File: src/rtl/writeback_unit_pkg.sv
// Shared register-file types and the buffered write-back entry.
package definitions;

   typedef logic [4:0]  t_register_index;
   typedef logic [31:0] t_data;

   typedef struct packed {
      t_register_index rd;
      t_data           data;
   } t_wb_entry;

endpackage

File: src/rtl/writeback_unit_fifo.sv
// Small synchronous FIFO of write-back entries; full/empty are derived from
// registered pointers, so a pop only frees a slot for the following cycle.
module wb_fifo
   import definitions::*;
#(
   parameter int DEPTH = 2
) (
   input  logic      clk,
   input  logic      rst_n,
   input  logic      push,
   input  t_wb_entry push_entry,
   input  logic      pop,
   output t_wb_entry head,
   output logic      full,
   output logic      empty
);

   localparam int AW = $clog2(DEPTH);

   t_wb_entry     mem [DEPTH];
   logic [AW:0]   wr_ptr;
   logic [AW:0]   rd_ptr;
   logic          do_push;
   logic          do_pop;

   // Extra pointer bit tells a wrapped-full FIFO apart from an empty one.
   assign full    = (wr_ptr[AW] != rd_ptr[AW]) && (wr_ptr[AW-1:0] == rd_ptr[AW-1:0]);
   assign empty   = (wr_ptr == rd_ptr);
   assign do_push = push && !full;
   assign do_pop  = pop && !empty;
   assign head    = mem[rd_ptr[AW-1:0]];

   always_ff @(posedge clk or negedge rst_n) begin
      if (!rst_n) begin
         wr_ptr <= '0;
         rd_ptr <= '0;
      end else begin
         if (do_push) wr_ptr <= wr_ptr + (AW+1)'(1);
         if (do_pop)  rd_ptr <= rd_ptr + (AW+1)'(1);
      end
   end

   always_ff @(posedge clk) begin
      if (do_push) mem[wr_ptr[AW-1:0]] <= push_entry;
   end

endmodule

File: src/rtl/writeback_unit.sv
// Register-file write port arbiter (ALU vs. buffered loads) with starvation
// guard, plus the pending-write scoreboard consulted by issue.
module writeback_unit
   import definitions::*;
#(
   parameter int LOAD_FIFO_DEPTH = 2,
   parameter int STARVE_LIMIT    = 4
) (
   input  logic            i_clk,
   input  logic            i_rst_n,
   input  logic            i_issue_valid,
   input  t_register_index i_issue_rd,
   input  t_register_index i_check_idx1,
   input  t_register_index i_check_idx2,
   output logic            o_busy1,
   output logic            o_busy2,
   input  logic            i_alu_valid,
   input  t_register_index i_alu_rd,
   input  t_data           i_alu_data,
   output logic            o_alu_ready,
   input  logic            i_load_valid,
   input  t_register_index i_load_rd,
   input  t_data           i_load_data,
   output logic            o_load_ready,
   output logic            o_wr_enable,
   output t_register_index o_wr_idx,
   output t_data           o_wr_data
);

   localparam int SW = $clog2(STARVE_LIMIT + 1);

   t_wb_entry    fifo_head;
   logic         fifo_full;
   logic         fifo_empty;
   logic         alu_grant;
   logic         load_grant;
   t_wb_entry    grant_entry;
   logic [SW-1:0] starve_cnt;
   logic [31:0]  sb;
   logic [31:0]  sb_next;

   wb_fifo #(.DEPTH(LOAD_FIFO_DEPTH)) u_fifo (
      .clk        (i_clk),
      .rst_n      (i_rst_n),
      .push       (i_load_valid),
      .push_entry ('{rd: i_load_rd, data: i_load_data}),
      .pop        (load_grant),
      .head       (fifo_head),
      .full       (fifo_full),
      .empty      (fifo_empty)
   );

   assign o_load_ready = !fifo_full;
   assign o_alu_ready  = !(!fifo_empty && starve_cnt == SW'(STARVE_LIMIT));
   assign alu_grant    = i_alu_valid && o_alu_ready;
   assign load_grant   = !alu_grant && !fifo_empty;

   always_comb begin
      grant_entry = fifo_head;
      if (alu_grant) grant_entry = '{rd: i_alu_rd, data: i_alu_data};
   end

   always_ff @(posedge i_clk or negedge i_rst_n) begin
      if (!i_rst_n) begin
         starve_cnt <= '0;
      end else if (fifo_empty || load_grant) begin
         starve_cnt <= '0;
      end else if (alu_grant && starve_cnt != SW'(STARVE_LIMIT)) begin
         starve_cnt <= starve_cnt + SW'(1);
      end
   end

   // Writes to r0 are consumed silently; index/data keep their last real value.
   always_ff @(posedge i_clk or negedge i_rst_n) begin
      if (!i_rst_n) begin
         o_wr_enable <= 1'b0;
         o_wr_idx    <= '0;
         o_wr_data   <= '0;
      end else begin
         o_wr_enable <= 1'b0;
         if ((alu_grant || load_grant) && grant_entry.rd != '0) begin
            o_wr_enable <= 1'b1;
            o_wr_idx    <= grant_entry.rd;
            o_wr_data   <= grant_entry.data;
         end
      end
   end

   // Set after clear so a same-edge re-issue keeps the register pending.
   always_comb begin
      sb_next = sb;
      if (o_wr_enable)   sb_next[o_wr_idx]   = 1'b0;
      if (i_issue_valid) sb_next[i_issue_rd] = 1'b1;
      sb_next[0] = 1'b0;
   end

   always_ff @(posedge i_clk or negedge i_rst_n) begin
      if (!i_rst_n) sb <= '0;
      else          sb <= sb_next;
   end

   assign o_busy1 = sb[i_check_idx1];
   assign o_busy2 = sb[i_check_idx2];

endmodule

File: config.mk
export PLATFORM = sky130hd
export DESIGN_NAME = writeback_unit
export DESIGN_NICKNAME = d
export VERILOG_FILES = /design/src/rtl/writeback_unit_pkg.sv /design/src/rtl/writeback_unit_fifo.sv /design/src/rtl/writeback_unit.sv
export SDC_FILE = /design/constraint.sdc
export NUM_CORES = 1
export LEC_CHECK = 0
export ABC_AREA = 1
export CELL_PAD_IN_SITES_DETAIL_PLACEMENT = 1
export CELL_PAD_IN_SITES_GLOBAL_PLACEMENT = 2
export CORE_MARGIN = 2
export CORE_UTILIZATION = 25
export DETAILED_ROUTE_END_ITERATION = 16
export PLACE_DENSITY = 0.68
export SETUP_SLACK_MARGIN = 0.15
export SKIP_CTS_REPAIR_TIMING = 1
export SLEW_MARGIN = 5
export SYNTH_ARGS = -nofsm -noshare
export SYNTH_HDL_FRONTEND = slang
export SYNTH_SLANG_ARGS = --single-unit
File: constraint.sdc
create_clock -name i_clk -period 6.36 [get_ports i_clk]
set_input_delay 1.59 -clock i_clk [delete_from_list [all_inputs] [get_ports i_clk]]
set_output_delay 1.59 -clock i_clk [all_outputs]
set_load 0.01 [all_outputs]
Word level (Yosys, flattened, before mapping)
Memories as Yosys holds them, arrays and structs flattened.
Index checks and enable logic that the tools add are counted.
- add/sub/neg operators: 3
- multipliers: 0
- div/mod/pow operators: 0
- order comparisons: 6
- equality and inequality tests: 5
- shift operators: 0
- muxes and demuxes: 16
- bitwise logic cells: 3
- reductions and logical operators: 18
- operators by type and width (kind ; number):
    32-bit 2-to-1 mux ; 2
    37-bit 2-to-1 mux ; 1
    32-bit AND ; 1
    32-bit NOT ; 1
    32-bit bitwise OR ; 1
    5-bit by 6-bit < comparator with 1-bit output, second input constant ; 4
    1-bit binary-select mux with 5-bit select ; 2
    1-bit demux with 5-bit select ; 2
    5-bit by 1-bit greater-or-equal comparator with 1-bit output, second input constant ; 2
    1-bit logical AND ; 10
    1-bit 2-to-1 mux ; 7
    3-bit 2-to-1 mux ; 2
    5-bit nonzero test ; 1
    2-bit by 1-bit adder with 2-bit output, second input constant ; 2
    1-bit zero test ; 4
    3-bit by 1-bit adder with 3-bit output, second input constant ; 1
    3-bit == test, second input constant ; 1
    3-bit inequality test, second input constant ; 1
    2-bit == test ; 1
    1-bit logical OR ; 2
    2-bit nonzero test ; 1
    1-bit == test ; 1
    1-bit inequality test ; 1
- flip-flop bits (word level): 76
- latch bits: 0
- bits in writable memories: 74
- ROM bits: 0
- input port bits: 94
- output and inout bits: 42
- word-level logic and storage cells: 59
- memories kept: 1
- memories (memory ; words ; width ; read ports ; clocked after memory_dff ; write ports ; line ; RTL):
    u_fifo.mem ; 2 ; 37 ; 1 ; 0 ; 1 ; writeback_unit_fifo.sv:20 ; t_wb_entry mem [DEPTH];

Longest topological paths before layout
- depth in word-level cells: 10
- depth in mapped cells: 14

Hierarchy
From an unflattened synthesis, not the netlist that was laid out.
- cell total of the unflattened synthesis: 815
- area total of the unflattened synthesis: 7219.4 µm²
- by module, submodules not included (module ; times used ; cells an instance ; area an instance (µm²) ; seq. area each (µm²)):
    writeback_unit ; 1 ; 581 ; 4271.6 ; 1801.7
    wb_fifo ; 1 ; 234 ; 2947.8 ; 2322.2

Least setup slack after synthesis
OpenSTA, ideal clock, no wires.
- path kind: input to output
- from: input port i_check_idx2[0]
- to: output port o_busy2
- data arrival time: 2646 ps
- required time: 4770 ps
- path slack: 2124 ps
- cell stages on the path: 8
- buffers on the path: 1
- path through: inv_1 clkbuf_1 nor2_1 o221ai_1 nand3_1 nand2_1 inv_1 o21ai_0
- cells in the longest elaborated chain, start to end: 2
- RTL lines (element ; line ; RTL):
    start, declared ; writeback_unit.sv:14 ; input t_register_index i_check_idx2,
    1-bit binary-select mux with 5-bit select ; writeback_unit.sv:103 ; assign o_busy2 = sb[i_check_idx2];
    1-bit 2-to-1 mux (not written as such) ; writeback_unit.sv:103 ;
    end, declared ; writeback_unit.sv:16 ; output logic o_busy2,
Every way passes these cells. The select of a mux whose other input is x is not followed.

Final worst setup path
- from: input port i_check_idx1[0]
- to: output port o_busy1
- cells in the longest elaborated chain, start to end: 2
- RTL lines (element ; line ; RTL):
    start, declared ; writeback_unit.sv:13 ; input t_register_index i_check_idx1,
    1-bit binary-select mux with 5-bit select ; writeback_unit.sv:102 ; assign o_busy1 = sb[i_check_idx1];
    1-bit 2-to-1 mux (not written as such) ; writeback_unit.sv:102 ;
    end, declared ; writeback_unit.sv:15 ; output logic o_busy1,
Every way passes these cells. The select of a mux whose other input is x is not followed.

==> flow_summary.json <==
{
  "layout.cells.most_common": "nand2_1",
  "nNetsFinal": 936,
  "synth_area_leaders": "edfxtp_1, dfrtp_1, nand2_1",
  "groute.usage.overall": 0.158,
  "clk-insertion-delay-late_ns": 0.42,
  "synthAdderAreaFrac": 0.00373,
  "clk_transition_reported_paths_ns": 0.06,
  "power.density_cell_area_nw_per_um2": 452,
  "final-seq-area_um2": 4120,
  "fp-row-count": 59,
  "dr_total_vias": 5619,
  "total_leakage_power_nw": 3.62,
  "cts.root.buffer_cell": "clkbuf_16",
  "setup_total_negative_slack_ns": 0,
  "grt_start_max_net_pins": 73,
  "clock-skew-final_ns": 0.0119,
  "period_minus_slack_ns": 5.62,
  "multi_input_logic_area_um2": 2290,
  "global_route_wire_length_before_repair_um": 33700,
  "outcome": "finished clean",
  "clock_tree_from_tritoncts": "done",
  "synth-compound-area-share": 0.126,
  "most-common-layout-cells": "nand2_1, clkdlybuf4s50_1, o21ai_0",
  "critical-path-top-delay-family": "buffers and inverters",
  "cap_violations": 0,
  "worstPathArrival_ns": 4.03,
  "finalSetupViolCount": 0,
  "post-dp-hpwl_um": 14800,
  "avgViaCountPerCell": 4.71,
  "clock.fmax_mhz": 178,
  "critical_path.cell_chain": "clkdlybuf4s50_1 -> inv_1 -> a21oi_1 -> o21ai_0 -> nand3_1 -> o211ai_1 -> nand2_1 -> inv_1 -> o21ai_0 -> clkdlybuf4s50_1",
  "irDropWorstVdd_uv": 227,
  "areaGrowthSynthToFinish_pct": 33.9,
  "timing.critical_path.from_type": "primary input",
  "type_of_the_worst_setup_path": "in -> out",
  "critical-path-slowest-cell": "clkdlybuf4s50_1",
  "setup_repair_after_global_routing_missed_its_margin": "false",
  "nFillCells": 3013,
  "yosys.area_share.xor_xnor": 0.00523,
  "globalRoute.totalOverflow": 0,
  "seq_area_frac_synth": 0.615,
  "synthCells": 709,
  "post_synth_mux_area_share": 0,
  "mappedNetlistArea_um2": 6700,
  "place_worst_setup_slack_ns": 0.763,
  "synthesis.yosys.warnings": 0,
  "utilization": 0.342,
  "hold_path_class": "reg -> reg",
  "maxSlewViolCount": 0,
  "floorplan.die.width_um": 168,
  "post-route-worst-setup-slack_ns": 0.738,
  "postSynthAreaPerCell_um2": 9.45,
  "drt_iter0_markers": 278,
  "drt.antenna.violating_nets": 0,
  "detail_route.first_pass.iterations": 4,
  "synth.lib_cells_used.distinct": 28,
  "grt_pass1_vias": 5865,
  "fp.dieH_um": 168,
  "tritoncts.num_buffers": 17,
  "worstMarginPinSlew_ns": 1.03,
  "drive_gt1_frac": 0.0563,
  "yosysTopAreaCellShare": 0.332,
  "worst_ep_required_time_ns": 4.77,
  "drt_drc_violations_left": 0,
  "syn_nets": 805,
  "crit_path_max_fanout": 16,
  "die-area_um2": 28100,
  "max-clock-path-buffers": 2,
  "cts_sinks": 150,
  "initial_antenna_violation_count": 6,
  "synth_area_leader": "edfxtp_1",
  "yosys_register_bits": 150,
  "io_pins": 136,
  "ctsHtreeMaxLevel": 4,
  "final_hold_viol_count": 0,
  "combinational_family_with_the_most_area_after_synthesis": "simple AND/OR/NAND/NOR gates",
  "totalWireLength_um": 21600,
  "routedWlPerCell_um": 18.1,
  "initial_core_util": 0.256,
  "cp_num_buf_inv": 4,
  "gp_congestion": 0.818,
  "port-buffer-count": 135,
  "core_um2": 26200,
  "whs_ns": 0.464,
  "period_share": 0.884,
  "crit_path_end_kind": "output pin",
  "synth_area_in_simple_gates": 0.203,
  "critical_path.max_stage_delay_ns": 0.79,
  "worst_slew_margin_rel": 0.311
}
power by group:
group	internal, W	switching, W
Combinational	0.000563	0.000811
Sequential	0.00142	0.000295
Clock	0.000520	0.000451
Total	0.00250	0.00156
per-layer routing:
layer | vias up | GRT usage | routed length (um) | part of all wire
met4 | 6 | 0.0563 | 518 | 0.024
met2 | 138 | 0.261 | 10400 | 0.48
met5 | - | 0 | 41 | 0.0019
li1 | 2706 | - | - | -
met1 | 2727 | 0.193 | 9370 | 0.43
met3 | 42 | 0.0515 | 1320 | 0.061
kinds of logic after synthesis:
family | after synthesis
AO/OA/AOI/OAI | 150
XOR/XNOR | 4
adder cells (fa/ha/maj) | 2
buffers and inverters | 75
flip-flops | 150
AND/OR/NAND/NOR | 328
stage by stage:
step | power, W | cells | cell area, um^2
floorplan | 0.00239 | 709 | 6700
global placement | 0.00312 | 1156 | 8400
detailed placement | 0.00314 | 1156 | 8400
CTS | 0.00413 | 1188 | 8960
global route | 0.00434 | 1188 | 8960
finish | 0.00406 | 1192 | 8970
area by class of cell:
cell class,count,share of cell area
clock inverter,14,0.0153
clock buffer,18,0.0478
sequential,150,0.460
tap,335,0.0467
multi-input combinational,484,0.255
antenna,4,0.00112
timing repair buffer,141,0.155
inverter,46,0.0192
flip-flops by register name (all words and copies together) (netlist names):
signal / count
starve_cnt: 3
o_wr_data: 32
u_fifo.mem: 74
u_fifo.wr_ptr: 2
o_wr_idx: 5
u_fifo.rd_ptr: 2
o_wr_enable: 1
sb: 31
worst reg2reg max path: stages, from the launching register on:
cell and delay [ns]:
dfrtp_1 0.39, inv_2 0.61, nand2_1 0.15, nand2_2 0.12, nand2_4 0.08, nand2_4 0.10
nand2_4 0.41, o21ai_1 0.35, nand2_1 0.15, o21bai_4 0.84, nand2_1 0.14, nand2_1 0.09
synth_stat cells (all sizes together):
cell type,number
a21oi,5
a31oi,32
buf,13
clkbuf,16
clkinv,1
dfrtp,76
edfxtp,74
ha,2
inv,45
nand2,182
nand3,73
nand3b,2
nor2,70
o211ai,4
o21ai,97
o21bai,1
o221ai,10
o22ai,1
or2,1
xnor2,1
xor2,3
worst paths after layout:
check	from	to	slack, ns	cells after the start
min	starve_cnt[0]	starve_cnt[0]	0.46	1
max in group asynchronous	i_rst_n	o_wr_idx[4]	4.22	2
min in group asynchronous	i_rst_n	sb[8]	1.09	1
max	i_check_idx1[0]	o_busy1	0.74	10
max reg2reg	u_fifo.rd_ptr[0]	o_wr_data[24]	2.88	11
min reg2reg	starve_cnt[0]	starve_cnt[0]	0.46	1
Power figures use the tool's default switching activity.
